[src/rtl/io_input_debounce.sv]
// Input conditioning for the board slide switches and pushbuttons feeding the LSU switch read port.
// Each channel gets a synchronizer chain and a stable-time debouncer; the result is packed into one 32-bit word.
module io_input_debounce #(
    parameter int NUM_SW          = 18,
    parameter int NUM_KEY         = 4,
    parameter int SYNC_STAGES     = 2,
    parameter int DEBOUNCE_CYCLES = 50000,
    // Keeps the key port at least one bit wide when a board has no pushbuttons.
    localparam int KEY_PORT_W     = (NUM_KEY > 0) ? NUM_KEY : 1
) (
    input  logic                  i_clk,
    input  logic                  i_reset,
    input  logic [NUM_SW-1:0]     i_sw_raw,
    input  logic [KEY_PORT_W-1:0] i_key_n_raw,
    output logic [31:0]           o_io_sw,
    output logic                  o_sw_changed
);

    localparam int NUM_CH            = NUM_SW + NUM_KEY;
    localparam int CNT_W             = $clog2(DEBOUNCE_CYCLES + 1);
    localparam logic [CNT_W-1:0] CNT_MAX = CNT_W'(DEBOUNCE_CYCLES - 1);

    logic [NUM_CH-1:0] raw_ch;
    logic [NUM_CH-1:0] stb;
    logic [NUM_CH-1:0] toggle;

    assign raw_ch[NUM_SW-1:0] = i_sw_raw;

    if (NUM_KEY > 0) begin : g_key_in
        assign raw_ch[NUM_CH-1:NUM_SW] = i_key_n_raw[NUM_KEY-1:0];
    end else begin : g_no_key
        logic unused_key;
        assign unused_key = ^i_key_n_raw;
    end

    // Switches occupy the low channel indices, keys the high ones.
    for (genvar c = 0; c < NUM_CH; c++) begin : g_ch
        localparam logic IS_KEY = 1'(c >= NUM_SW);

        logic [SYNC_STAGES-1:0] sync_ff;
        logic [CNT_W-1:0]       cnt;
        logic                   stb_q;
        logic                   sync_lvl;

        // Keys idle high at the pin, so their chain resets to the released level.
        always_ff @(posedge i_clk or posedge i_reset) begin
            if (i_reset) begin
                sync_ff <= {SYNC_STAGES{IS_KEY}};
            end else begin
                sync_ff <= {sync_ff[SYNC_STAGES-2:0], raw_ch[c]};
            end
        end

        assign sync_lvl = sync_ff[SYNC_STAGES-1] ^ IS_KEY;

        always_ff @(posedge i_clk or posedge i_reset) begin
            if (i_reset) begin
                cnt   <= '0;
                stb_q <= 1'b0;
            end else if (sync_lvl == stb_q) begin
                cnt <= '0;
            end else if (cnt == CNT_MAX) begin
                stb_q <= sync_lvl;
                cnt   <= '0;
            end else begin
                cnt <= cnt + CNT_W'(1);
            end
        end

        assign toggle[c] = (sync_lvl != stb_q) && (cnt == CNT_MAX);
        assign stb[c]    = stb_q;
    end

    // One pulse per edge regardless of how many channels settled on it.
    always_ff @(posedge i_clk or posedge i_reset) begin
        if (i_reset) begin
            o_sw_changed <= 1'b0;
        end else begin
            o_sw_changed <= |toggle;
        end
    end

    assign o_io_sw[NUM_SW-1:0] = stb[NUM_SW-1:0];

    if (NUM_SW < 24) begin : g_sw_pad
        assign o_io_sw[23:NUM_SW] = '0;
    end

    if (NUM_KEY > 0) begin : g_key_out
        assign o_io_sw[24 +: NUM_KEY] = stb[NUM_SW +: NUM_KEY];
    end

    if (NUM_KEY < 8) begin : g_key_pad
        assign o_io_sw[31:24+NUM_KEY] = '0;
    end

endmodule

[config.mk]
export PLATFORM = sky130hd
export DESIGN_NAME = io_input_debounce
export DESIGN_NICKNAME = d
export VERILOG_FILES = /design/src/rtl/io_input_debounce.sv
export SDC_FILE = /design/constraint.sdc
export NUM_CORES = 1
export LEC_CHECK = 0
export BUFFER_PORTS_ARGS = -buffer_cell sky130_fd_sc_hd__buf_4
export CELL_PAD_IN_SITES_DETAIL_PLACEMENT = 0
export CELL_PAD_IN_SITES_GLOBAL_PLACEMENT = 1
export CORE_MARGIN = 10
export CORE_UTILIZATION = 45
export DETAILED_ROUTE_END_ITERATION = 7
export PLACE_DENSITY_LB_ADDON = 0.15
export SYNTH_ARGS = -nofsm -noshare
export SYNTH_HDL_FRONTEND = slang
export SYNTH_SLANG_ARGS = --single-unit
[constraint.sdc]
create_clock -name i_clk -period 18.26 [get_ports i_clk]
set_input_delay 0 -clock i_clk [delete_from_list [all_inputs] [get_ports i_clk]]
set_output_delay 0 -clock i_clk [all_outputs]
set_load 0.05 [all_outputs]
# --- Word-level counts from Yosys, hierarchy flattened ---
# Cells that the tools add are included.
totals:
  out_inout_bits: 33
  inputBits: 24
  regBits: 419
  elab_cells: 270
classes:
  eq_ne: 66
  n_addsub: 22
  bitwise: 26
  reduce_logical: 45
  mux: 44
ops:
  columns: ["op", "count"]
  rows:
  - ["$mux 16", 44]
  - ["$add 16x1->16 const B", 22]
  - ["$eq 16x16->1 const B", 22]
  - ["$reduce_and 2->1", 22]
  - ["$not 1->1", 26]
  - ["$eq 1x1->1", 22]
  - ["$logic_and 1x1->1", 22]
  - ["$ne 1x1->1", 22]
  - ["$reduce_or 22->1", 1]

# --- Logic depth before layout (Yosys ltp) ---
depth:
  depth_word: 4
  ltp_mapped: 7
  depth_no_buf: 6

# --- Worst setup path before layout ---
# OpenSTA, ideal clock, no wires.
synth_path:
  path_type: "register to register"
  from: "register g_ch[0].cnt[0]"
  to: "register o_sw_changed"
  period_less_slack_ns: 1.555
  slack_ns: 16.705
  stages_incl_launch_ff: 8
  t_arrival_ns: 1.419
  setup_ns: 0.136
  required_time_ns: 18.124
  n_path_buf: 1
  cell_sequence: "dfrtp_1 ha_1 and3_1 buf_2 nand4_1 o22ai_1 nor4_1 nand3_1"
synth_between:
  elab_chain_cells: 3
synth_rtl:
  columns: ["item", "line", "rtl"]
  rows:
  - ["start, declared", "41", "logic [CNT_W-1:0] cnt;"]
  - ["start signal, assigned", "66", "cnt <= cnt + CNT_W'(1);"]
  - ["$eq 16x16->1", "70", "assign toggle[c] = (sync_lvl != stb_q) && (cnt == CNT_MAX);"]
  - ["$logic_and 1x1->1", "70", null]
  - ["$reduce_or 22->1", "79", "o_sw_changed <= |toggle;"]
  - ["end signal, assigned", "79", null]
  - ["end, declared", "16", "output logic o_sw_changed"]
# Every way passes these cells.
# A chain may end at the register's enable or synchronous reset.

# --- Final worst setup path ---
layout_path:
  from: "register g_ch[3].cnt[0]"
  to: "register o_sw_changed"
layout_between:
  elab_chain_cells: 3
layout_rtl:
  columns: ["item", "line"]
  rows:
  - ["start, declared", "41"]
  - ["start signal, assigned", "66"]
  - ["$eq 16x16->1", "70"]
  - ["$logic_and 1x1->1", "70"]
  - ["$reduce_or 22->1", "79"]
# Every way passes these cells.

==> summary.txt <==
run status: finished, final reports clean
Overflow after GRT: 0
Max-Cap Viols: 0
max-slew violations: 0
clock-pin transition on the worst setup and hold timing paths: 0.05 ns
initial antenna violation count: 0
dpl cells: 2437
Hold Crit Depth: 2
Netlist cell types: 34
fin cells: 2549
main area contributors after synthesis: dfrtp_1 (53%), xnor2_1 (8.4%), nor2_1 (7.2%), xor2_1 (6.2%), nand3_1 (4.5%)
Arrival @ worst endpoint: 2.54 ns
startpoint type of the worst setup path: register
kind of critical path: register to register
Syn Area/Cell: 10.4 um2
reg-to-reg slack, setup: 16.12 ns
EDFF count, synth: 0
Port Buf Inserts: 46
Post-route DRC: 0
setup_tns: 0 ns
via count of the first global-routing pass: 13004
Critical Path Slowest Stage Cell: nor4_1
All-Layer GR Usage: 0.140
post-route clock skew: 0.0118 ns
fillcell total: 3925
share of final-layout standard cells stronger than drive strength 1: 0.0922
family with the most delay on the worst path: simple AND/OR/NAND/NOR gates
R2R Path Start: g_ch[3].cnt[0]$_DFF_PP0_
diode count: 0
ANT nets after route: 0
utilization after layout: 0.511
portion of synthesized cell area occupied by the leading cell type: 0.529
clock latency on the worst-skew pair: 0.57 ns
clock tree buffer depth: 3
synth warn: 0
die height: 228 um
slew at the pin closest to its max-slew limit: 1.04 ns
largest incremental delay on the critical path: 0.51 ns
core area: 0.0429 mm2
Max FO, Critical Path: 5
total CTS buffers: 48
x dimension of the die: 228 um
total wire length: 35400 um
Worst slew margin: 0.305
hold path startpoint: i_key_n_raw[3]
Vias per Instance: 5.02
capture point of the worst reg-to-reg path: o_sw_changed$_DFF_PP0_
predominant post-synthesis flop cell: dfrtp_1
critical path capture point type: register
register bit total from synthesis: 419
overall via count from detail_route: 12804
Total Die Area: 0.0519 mm2
shortest clock period the worst path allows after layout: 2.14 ns
Setup violations, final: 0
setup repair after global routing missed its margin: false
placed wire-length estimate after detailed placement: 23200 um
post-synthesis to final-layout area growth: 12.9%
combined area of all synthesized cells: 0.0194 mm2
CTS tree: built
depth of the CTS H-tree: 2
Gates resized, CTS repair: 0
number of nets in the final layout: 1971
cell accounting for the most synthesized area: dfrtp_1
number of instances in the synthesized netlist: 1860
root buf cell: clkbuf_16
first-pass GRT wire length: 62900 um
Hold Fails Final Rpt: 0
most instantiated library cell after synthesis: dfrtp_1
setup bufs post-CTS: 0
placer congestion estimate: 0.768
required time reported for the critical path endpoint: 18.67 ns
pin count of the biggest net entering global routing: 182
Peak Freq: 468 MHz
count of clock tree sinks: 419
most common library cells after synthesis: dfrtp_1 (411), nor2_1 (371), xnor2_1 (186)
share of synthesized area occupied by flip-flops and latches: 0.540
Bufs and invs on worst path: 0
share of the clock period used by the worst path after layout: 0.117
number of cell instances on the worst register-to-register path: 6
IO Count: 57
hold-critical path endpoint: g_ch[21].sync_ff[0]$_DFF_PP1_
Worst VDD drop: 0.0759 mV
effective utilization at floorplan: 0.453
standard-cell rows: 76
Pre-antenna DRT Iters: 4
static leakage: 0.00942 uW
routed len/inst: 13.9 um
Hold WC Path Type: input port to register
critical path cell sequence: ha_1 -> and3_1 -> nand4_1 -> o22ai_1 -> nor4_1 -> nand3_1
initial DRC count: 596
post-synthesis async set-or-reset flop share: 1.00
power per cell area: 90.5 mW/mm2
[state kept, by name (all words and copies together) (netlist names)]
signal        flops
o_sw_changed      1
g_ch.stb_q       22
g_ch.sync_ff     44
g_ch.cnt        352
[cells by family (layout without fill, tap and decap cells)]
group                      after synthesis  in the layout  synth area share
xor gates and xnor gates               323            323             0.146
adders and majority gates               22             22            0.0142
other                                    1             10          0.000193
buffers and inverters                  104            199            0.0320
muxes                                   18             18            0.0104
and+or+nand+nor                        916            916             0.242
DFF                                    419            419             0.540
AOI/OAI and AO/OA                       57             57            0.0154
[how the worst max path moves through the flow]
stage	from	endpoint	slack (ns)	depth (start not counted)
2_1_floorplan	i_reset	g_ch[0].cnt[0]$_DFF_PP0_	6.61	1
3_3_place_gp	g_ch[3].cnt[0]$_DFF_PP0_	o_sw_changed$_DFF_PP0_	16.05	6
4_1_cts	g_ch[3].cnt[0]$_DFF_PP0_	o_sw_changed$_DFF_PP0_	16.03	6
6_report	g_ch[3].cnt[0]$_DFF_PP0_	o_sw_changed$_DFF_PP0_	16.12	6
5_1_grt	g_ch[3].cnt[0]$_DFF_PP0_	o_sw_changed$_DFF_PP0_	15.93	6
3_5_place_dp	g_ch[3].cnt[0]$_DFF_PP0_	o_sw_changed$_DFF_PP0_	16.06	6
[stage by stage]
| step | instance area (um2) | total power [uW] | worst slack [ns] | hold WS, ns |
|---|---|---|---|---|
| finish | 21900 | 1980 | 16.12 | 0.0756 |
| global route | 21900 | 2070 | 15.93 | 0.0660 |
| CTS | 21900 | 2020 | 16.03 | 0.0321 |
| detailed placement | 20100 | 1040 | 16.06 | 0.110 |
| global placement | 20100 | 1040 | 16.05 | 0.109 |
| floorplan | 19500 | 1030 | 6.61 | 0.00448 |
[cell type report]
class,count,area (um2),area share
inverters,38,150,0.00685
flip-flops and latches,419,10500,0.479
clock inverters,14,153,0.00696
well taps,585,732,0.0334
repair buffers,72,611,0.0278
multi-input cells,1346,8340,0.380
clock buffers,75,1440,0.0658
[worst register-to-register path, stage by stage, from the launching register on]
cell and delay [ns]:
dfrtp_1 0.43, ha_1 0.26, and3_1 0.25, nand4_1 0.16, o22ai_1 0.21, nor4_1 0.52, nand3_1 0.16
[placed cells by master (no fill, tap or decap), drive strengths merged, types with 25 or more instances in the layout]
cell    netlist  layout
xnor2       186     186
nor3         38      38
inv          38      40
buf          59      49
xor2        137     137
o21ai        25      25
nor4bb       37      37
nor2        371     371
nand3       178     178
nand2        80      80
nand4        38      38
clkbuf        7      75
and3         89      89
dfrtp       411     411
[report_power, final]
group	switching, uW	internal [uW]
sequential	13.2	947
clock	373	584
combinational	45.9	21.1
total	432	1550
[per-layer routing]
metal  vias up  track usage  wire [um]
met2       114        0.216      15800
met4         0       0.0415        682
met3        47       0.0284       1480
li1       6387            -          -
met1      6256        0.194      17400
met5         -            0          0
[repair_timing]
action | in CTS | in global routing
hold buffers | 23 | 0
endpoints found under the hold margin | 116 | 0
setup endpoints to repair | 0 | 0
No activity file was read; power rests on OpenSTA's default activity.
